**src/rtl/brief_desc_pack.sv**
```systemverilog
// Packs a serial stream of comparator bits into one DESC_BITS-wide descriptor per keypoint.
// The finished descriptor is held with its coordinates until the downstream side accepts it.
module brief_desc_pack #(
  parameter int DESC_BITS   = 256,
  parameter int COORD_WIDTH = 11
) (
  input  logic                   clk,
  input  logic                   rst_n,
  input  logic                   kp_start,
  input  logic [COORD_WIDTH-1:0] kp_x,
  input  logic [COORD_WIDTH-1:0] kp_y,
  input  logic                   cmp_bit,
  input  logic                   cmp_valid,
  input  logic                   desc_ready,
  input  logic                   ovf_clr,
  output logic                   desc_valid,
  output logic [DESC_BITS-1:0]   desc_out,
  output logic [COORD_WIDTH-1:0] desc_x,
  output logic [COORD_WIDTH-1:0] desc_y,
  output logic                   busy,
  output logic                   overflow,
  output logic                   stray
);

  localparam int CNT_W = $clog2(DESC_BITS);
  localparam logic [CNT_W-1:0] LAST_BIT = CNT_W'(DESC_BITS - 1);

  typedef enum logic [1:0] {
    IDLE    = 2'd0,
    COLLECT = 2'd1,
    HOLD    = 2'd2
  } state_t;

  state_t                 state_reg, state_next;
  logic [CNT_W-1:0]       bit_cnt_reg, bit_cnt_next;
  logic [DESC_BITS-1:0]   desc_bits_reg, desc_bits_next;
  logic [DESC_BITS-1:0]   wr_en;
  logic [COORD_WIDTH-1:0] x_reg, y_reg;
  logic                   overflow_reg, stray_reg;
  logic                   open_desc;
  logic                   take_bit;
  logic                   set_ovf;
  logic                   set_stray;

  always_comb begin
    state_next   = state_reg;
    bit_cnt_next = bit_cnt_reg;
    open_desc    = 1'b0;
    take_bit     = 1'b0;
    set_ovf      = 1'b0;
    set_stray    = 1'b0;
    case (state_reg)
      IDLE: begin
        // A bit arriving with no open descriptor is lost, even alongside kp_start.
        if (cmp_valid) set_stray = 1'b1;
        if (kp_start) begin
          open_desc  = 1'b1;
          state_next = COLLECT;
        end
      end
      COLLECT: begin
        if (kp_start) begin
          open_desc = 1'b1;
          set_stray = 1'b1;
        end else if (cmp_valid) begin
          take_bit = 1'b1;
          if (bit_cnt_reg == LAST_BIT) begin
            state_next   = HOLD;
            bit_cnt_next = '0;
          end else begin
            bit_cnt_next = bit_cnt_reg + CNT_W'(1);
          end
        end
      end
      HOLD: begin
        if (desc_ready) begin
          if (kp_start) begin
            open_desc  = 1'b1;
            state_next = COLLECT;
          end else begin
            state_next = IDLE;
          end
        end else if (cmp_valid || kp_start) begin
          set_ovf = 1'b1;
        end
      end
      default: state_next = IDLE;
    endcase
    if (open_desc) bit_cnt_next = '0;
  end

  // One write-enable per descriptor bit, decoded from the arrival counter.
  generate
    for (genvar gi = 0; gi < DESC_BITS; gi++) begin : g_bit
      assign wr_en[gi] = take_bit && (bit_cnt_reg == CNT_W'(gi));
      assign desc_bits_next[gi] = open_desc ? 1'b0 :
                                  (wr_en[gi] ? cmp_bit : desc_bits_reg[gi]);
    end
  endgenerate

  always_ff @(posedge clk or negedge rst_n) begin
    if (!rst_n) begin
      state_reg     <= IDLE;
      bit_cnt_reg   <= '0;
      desc_bits_reg <= '0;
      x_reg         <= '0;
      y_reg         <= '0;
      overflow_reg  <= 1'b0;
      stray_reg     <= 1'b0;
    end else begin
      state_reg     <= state_next;
      bit_cnt_reg   <= bit_cnt_next;
      desc_bits_reg <= desc_bits_next;
      if (open_desc) begin
        x_reg <= kp_x;
        y_reg <= kp_y;
      end
      // A new error in the same cycle as the clear wins.
      overflow_reg <= set_ovf   | (overflow_reg & ~ovf_clr);
      stray_reg    <= set_stray | (stray_reg    & ~ovf_clr);
    end
  end

  assign desc_valid = (state_reg == HOLD);
  assign busy       = (state_reg != IDLE);
  assign desc_out   = desc_bits_reg;
  assign desc_x     = x_reg;
  assign desc_y     = y_reg;
  assign overflow   = overflow_reg;
  assign stray      = stray_reg;

endmodule
```
**config.mk**
```make
export PLATFORM = sky130hd
export DESIGN_NAME = brief_desc_pack
export DESIGN_NICKNAME = d
export VERILOG_FILES = /design/src/rtl/brief_desc_pack.sv
export SDC_FILE = /design/constraint.sdc
export NUM_CORES = 1
export LEC_CHECK = 0
export BUFFER_PORTS_ARGS = -buffer_cell sky130_fd_sc_hd__buf_2
export CAP_MARGIN = 25
export CORE_ASPECT_RATIO = 1.25
export CORE_MARGIN = 3
export CORE_UTILIZATION = 54
export CTS_CLUSTER_DIAMETER = 30
export DETAILED_ROUTE_END_ITERATION = 6
export GPL_ROUTABILITY_DRIVEN = 0
export PLACE_DENSITY_LB_ADDON = 0.1
export SKIP_CTS_REPAIR_TIMING = 1
export SYNTH_ARGS = -nofsm -noshare
export SYNTH_HDL_FRONTEND = slang
export SYNTH_SLANG_ARGS = --single-unit
```
**constraint.sdc**
```tcl
create_clock -name clk -period 2.33 [get_ports clk]
set_clock_uncertainty 0.05 [all_clocks]
set_input_delay 0.466 -clock clk [delete_from_list [all_inputs] [get_ports clk]]
set_output_delay 0.466 -clock clk [all_outputs]
set_load 0.05 [all_outputs]
```
==> reports/qor.txt, run 1 <==
Worst vdd ir: 0.0005028 V
Number of cells on the worst hold path: 3
Leak pwr: 7.797 nW
Pin count of the biggest net entering global routing: 104
CP Class: flip-flop to output port
Number of flip-flops under the largest register name: 256
Vias in the first global route: 10320
Syn avg cell area: 11.25 sq um
Post-layout net count: 1433
Total clock buffers created by CTS: 47
Routed WL per cell: 21.91 microns
Global-route wire length before repair: 59090 microns
Total number of vias: 10860
Synth async-reset ratio: 100.0%
Clock root cell: clkbuf_16
Most used DFF post-synth: dfrtp_1
Synth Register Bits: 290
Worst slew margin: 62.24%
Hold Crit Class: primary input to flip-flop
Total DRC errors in the routed layout: 0
Instance count of the mapped netlist: 1135
Fraction of the cycle the final worst path needs: 86.40%
Critical-path top delay cell: dfrtp_1
Starting density of the core: 55.26%
Beginning of the worst register-to-register path: bit_cnt_reg[1]
Number of buffers between clock root and the deepest sink: 3
Cell area power density: 784.2 mW/mm^2
Worst Max-Slew Pin Slew: 0.5664 ns
Number of antenna violations at the first check in global routing: 0
Setup-failing EPs final: 0
Inserted Diodes: 0
Critical Path AT: 1.50 ns
Clock transition time at the flip-flop clock pins of the worst setup and hold paths: 0.05 ns
Total buffers and inverters traversed by the critical path: 1
Die width: 143.6 microns
Chain of cells forming the critical path: or2_2 -> buf_2
Max Clk Rate: 496.7 MHz
Maximum fanout along the worst path: 9
Standard cell core area: 0.02312 sq mm
Post-detailed-route via-to-cell ratio: 6.294
Endpoint of the most critical register-to-register path: bit_cnt_reg[1]
Overall Power: 12.79 mW
Min-Delay Endpoint: desc_x[0]
Number of enable-type register cells in the synthesized netlist: 0
Count of port buffers added during placement: 310
Delay of the slowest cell on the worst path: 0.46 ns
Detailed Routing Iterations Pass 1: 5
Post-route minimum period: 2.013 ns
Post-DP HPWL: 24510 microns
Reg-to-reg setup timing slack: 0.34 ns
Die area: 0.02555 sq mm
Crit path capture type: output port
TritonCTS clock tree: built
Hold path startpoint: kp_x[0]
Standard-cell rows: 62
Source-to-sink clock delay at the later pin of the worst-skew pair: 0.53 ns
Critical Path Start Type: flip-flop
Synth cell types: 40
Total count of hold-check failures in the final report: 0
RSZ-0062 raised after global routing: false
Number of warnings printed during yosys synthesis: 0
Die H: 178.0 microns
Pins Over Slew Limit: 0
Logic depth of the worst register-to-register path: 5
I/O pin count: 311
Sequential share of the synthesized area: 56.81%
Antenna Violating Nets Remaining: 0
Number of max-cap violations: 0
Filler cell count in the final layout: 1738
Data required time of the worst path: 1.81 ns
Final sum of negative setup slack: 0 ns
Overflow left after global routing: 0
Result of the run: finished clean
P&R area growth vs syn: 27.73%
Iteration-0 DRC Markers: 1081
GRT Resource Usage Total: 29.25%
Number of sinks driven by the clock tree: 290
H-tree Lvls: 2
Share of post-route cells with drive strength above 1: 33.94%
Cell family with most CP delay: flip-flops
Synthesized net count: 1168
Routed Wire Length: 37830 microns
Post-Synthesis Cell Area: 0.01277 sq mm
## cell usage in the layout, fill, tap and decap left out, drive strengths merged, types with 2 or more instances in the layout
cell,n
clkinvlp,7
and2,3
nor2,10
o22ai,3
o211ai,258
bufinv,6
clkbuf,59
a31o,2
xor2,2
nand2,82
nor2b,6
buf,380
o31ai,256
o21ai,3
a21oi,4
clkinv,11
dfrtp,290
inv,11
ha,4
nand3,26
## power by group
part	total, mW	internal [mW]	switching, mW
clock network	7.07	4.63	2.44
registers	5.10	5.08	0.0217
logic	0.619	0.136	0.483
total	12.8	9.85	2.94
## cell families after synthesis
family,count (synthesis),synth area share (%)
adder cells (fa/ha/maj),4,0.3918
flip-flops,290,56.81
multiplexers,1,0.07837
buffers and inverters,172,6.220
XOR/XNOR,2,0.1372
AND/OR/NAND/NOR,136,5.192
AO/OA/AOI/OAI,530,31.17
## through the flow
step                utilization [%]  setup WS (ns)  hold WS, ns  std cells  area (sq um)
global route                  70.58         0.2521      0.07808       1726         16320
finish                        70.58         0.3168      0.07320       1726         16320
global placement              63.46         0.3209       0.4065       1638         14670
detailed placement            63.46         0.2668       0.4067       1638         14670
CTS                           70.53         0.2990      -0.1514       1725         16310
floorplan                         -         0.5536       0.1204       1135         12770
## synth_stat cells, drive strengths merged (2+ instances only)
library cell	n	area, sq um
a21oi	4	20.02
a31o	2	17.52
and2	3	18.77
buf	71	415.4
clkbuf	94	352.8
dfrtp	290	7257
ha	4	50.05
inv	7	26.27
nand2	82	307.8
nand3	26	190.2
nor2	10	37.54
nor2b	6	37.54
o211ai	258	1947
o21ai	3	26.28
o22ai	3	18.77
o31ai	256	1922
xor2	2	17.52
## worst register-to-register path, stage by stage (launching register included)
cell and delay (ns):
dfrtp_1 0.44, ha_1 0.36, nand3_1 0.18, nor2_1 0.09
or4b_2 0.62, a21oi_1 0.19
## metal layers
layer  GRT usage (%)  part of all wire (%)
met1           42.15                    42
met2           44.09                    47
met3           5.687                   7.9
met4           11.26                   3.5
met5               0                     0
## how the worst max path moves through the flow
stage | cells past startpoint | from | end
floorplan | 6 | bit_cnt_reg[0] | bit_cnt_reg[1]
global placement | 6 | kp_start | desc_out[0]
detailed placement | 7 | kp_start | desc_out[207]
CTS | 2 | state_reg[0] | busy
global route | 2 | state_reg[0] | busy
finish | 2 | state_reg[0] | busy
## layout make-up
type	instances	area [sq um]	area share, %
flip-flops and latches	290	7257	44.48
clock buffers	59	1301	7.975
repair buffers	381	2272	13.93
multi-input cells	673	4765	29.20
well taps	288	360.3	2.209
inverters	7	26.28	0.1610
clock inverters	28	334.1	2.048
(Power assumes the default switching activity.)
==> inputs of run 2 (changes only) <==
==> constraint.sdc (replaced) <==
create_clock -name clk -period 2 [get_ports clk]
set_clock_uncertainty 0.05 [all_clocks]
set_input_delay 0.4 -clock clk [delete_from_list [all_inputs] [get_ports clk]]
set_output_delay 0.4 -clock clk [all_outputs]
set_load 0.05 [all_outputs]
==> reports/qor.txt, run 2 (synthesis results as in run 1) <==
RSZ-0062 raised after global routing: true
Standard cell core area: 0.02312 sq mm
H-tree Lvls: 2
Pins Over Slew Limit: 0
Worst Max-Slew Pin Slew: 0.4345 ns
Leading cell type in the layout, fill and taps excluded: buf_2
Leak pwr: 7.937 nW
Met2 WL post-DR: 18200 microns
Critical-path top delay cell: dfrtp_1
Max Clk Rate: 523.9 MHz
Iteration-0 DRC Markers: 1062
Critical Path AT: 1.46 ns
Post-DP HPWL: 25350 microns
Critical Path Start Type: flip-flop
Top metal layer carrying routed signals: met4
Chain of cells forming the critical path: buf_6 -> or2_4 -> buf_8
Post-route minimum period: 1.909 ns
Maximum fanout along the worst path: 7
GRT Resource Usage Total: 30.22%
Die width: 143.6 microns
Data required time of the worst path: 1.55 ns
Total DRC errors in the routed layout: 0
Beginning of the worst register-to-register path: state_reg[1]
Starting density of the core: 55.26%
Die area: 0.02555 sq mm
Final std cell area, no fill: 0.01659 sq mm
Post-detailed-route via-to-cell ratio: 6.267
Endpoint of the most critical register-to-register path: desc_out[121]
Routed met3 length: 2788 microns
Number of buffers between clock root and the deepest sink: 3
Crit path capture type: output port
Total clock buffers created by CTS: 45
Total buffers and inverters traversed by the critical path: 2
TritonCTS clock tree: built
Delay of the slowest cell on the worst path: 0.41 ns
Setup-failing EPs final: 0
Min-Delay Endpoint: desc_y[1]
Hold path startpoint: kp_y[1]
Number of antenna violations at the first check in global routing: 0
Logic depth of the worst register-to-register path: 6
Worst vdd ir: 0.0007319 V
Share of post-route cells with drive strength above 1: 34.66%
Pin count of the biggest net entering global routing: 64
Vias in the first global route: 10570
FF/Latch Area: 0.007257 sq mm
I/O pin count: 311
CP Class: flip-flop to output port
Source-to-sink clock delay at the later pin of the worst-skew pair: 0.52 ns
Commonest non-fill, non-tap cells in the layout: buf_2 (308), dfrtp_1 (290), o211ai_1 (256), o31ai_1 (256), nand2_1 (81)
Die H: 178.0 microns
Count of port buffers added during placement: 310
Worst slew margin: 70.97%
Number of max-cap violations: 0
Global-route wire length before repair: 60950 microns
P&R area growth vs syn: 29.90%
Cell family with most CP delay: flip-flops
Clock transition time at the flip-flop clock pins of the worst setup and hold paths: 0.06 ns
Result of the run: finished clean
Standard-cell rows: 62
Fraction of the cycle the final worst path needs: 95.44%
Total count of hold-check failures in the final report: 0
Overflow left after global routing: 0
Detailed Routing Iterations Pass 1: 5
Post-layout net count: 1453
Number of sinks driven by the clock tree: 290
Clock root cell: clkbuf_16
Combined area of the multi-input logic cells: 0.004770 sq mm
Antenna Violating Nets Remaining: 0
Routed WL per cell: 22.35 microns
Hold Crit Class: primary input to flip-flop
Placement-stage cell area: 0.01497 sq mm
Cell area power density: 891.9 mW/mm^2
Inserted Diodes: 0
Total number of vias: 10920
Reg-to-reg setup timing slack: 0.12 ns
Filler cell count in the final layout: 1661
Number of flip-flops under the largest register name: 256
Finished Core Util: 71.77%
Routed Wire Length: 38940 microns
Detailed-routing wirelength on met1: 16590 microns
Number of cells on the worst hold path: 3
## run 2: changes by cell type in the layout (fill, tap and decap cells not counted), sizes merged
cell,delta
clkbuf,-3
clkinv,-1
inv,-3
bufinv,+1
buf,+22
## run 2: layout make-up
type	count	area share (%)
Clock inverter	25	2.051
Multi-Input combinational cell	673	28.75
Clock buffer	56	7.533
Sequential cell	290	43.74
Tap cell	288	2.172
Timing Repair Buffer	403	15.60
Inverter	7	0.1584
## run 2: power by group
group,total [mW],switching [mW],internal (mW)
Clock,8.08,2.74,5.34
Sequential,5.95,0.0253,5.92
Combinational,0.770,0.576,0.195
## run 2: worst max-delay path by stage
stage               slack [ns]              to           start  cells past startpoint
detailed placement        0.07   desc_out[182]      desc_ready                      7
CTS                      -0.04            busy    state_reg[0]                      3
global placement          0.14   desc_out[125]      desc_ready                      7
finish                    0.09            busy    state_reg[0]                      3
floorplan                 0.22  bit_cnt_reg[1]  bit_cnt_reg[0]                      6
global route            -0.009      desc_valid    state_reg[1]                      3
## run 2: per-layer routing
| metal | vias up | GRT usage [%] |
|---|---|---|
| met2 | 478 | 46.84 |
| met3 | 82 | 5.526 |
| li1 | 5035 | - |
| met4 | 0 | 11.03 |
| met5 | - | 0 |
| met1 | 5322 | 42.86 |
## run 2: stage by stage
stage	worst slack (ns)	cells	hold slack [ns]	setup TNS [ns]	total power, mW
floorplan	0.2236	1135	0.05441	0	6.441
global placement	0.1422	1659	0.2903	0	6.810
detailed placement	0.07296	1659	0.2843	0	6.813
CTS	-0.04269	1740	-0.2626	-0.04269	14.89
global route	-0.008746	1742	0.003918	-0.008746	15.24
finish	0.09125	1742	0.009957	0	14.80
## run 2: worst register-to-register path, stage by stage (launching register included)
cell	delay, ns
dfrtp_1	0.43
and4bb_1	0.36
buf_12	0.19
nand3_2	0.10
buf_4	0.25
o211ai_1	0.25
o31ai_1	0.12
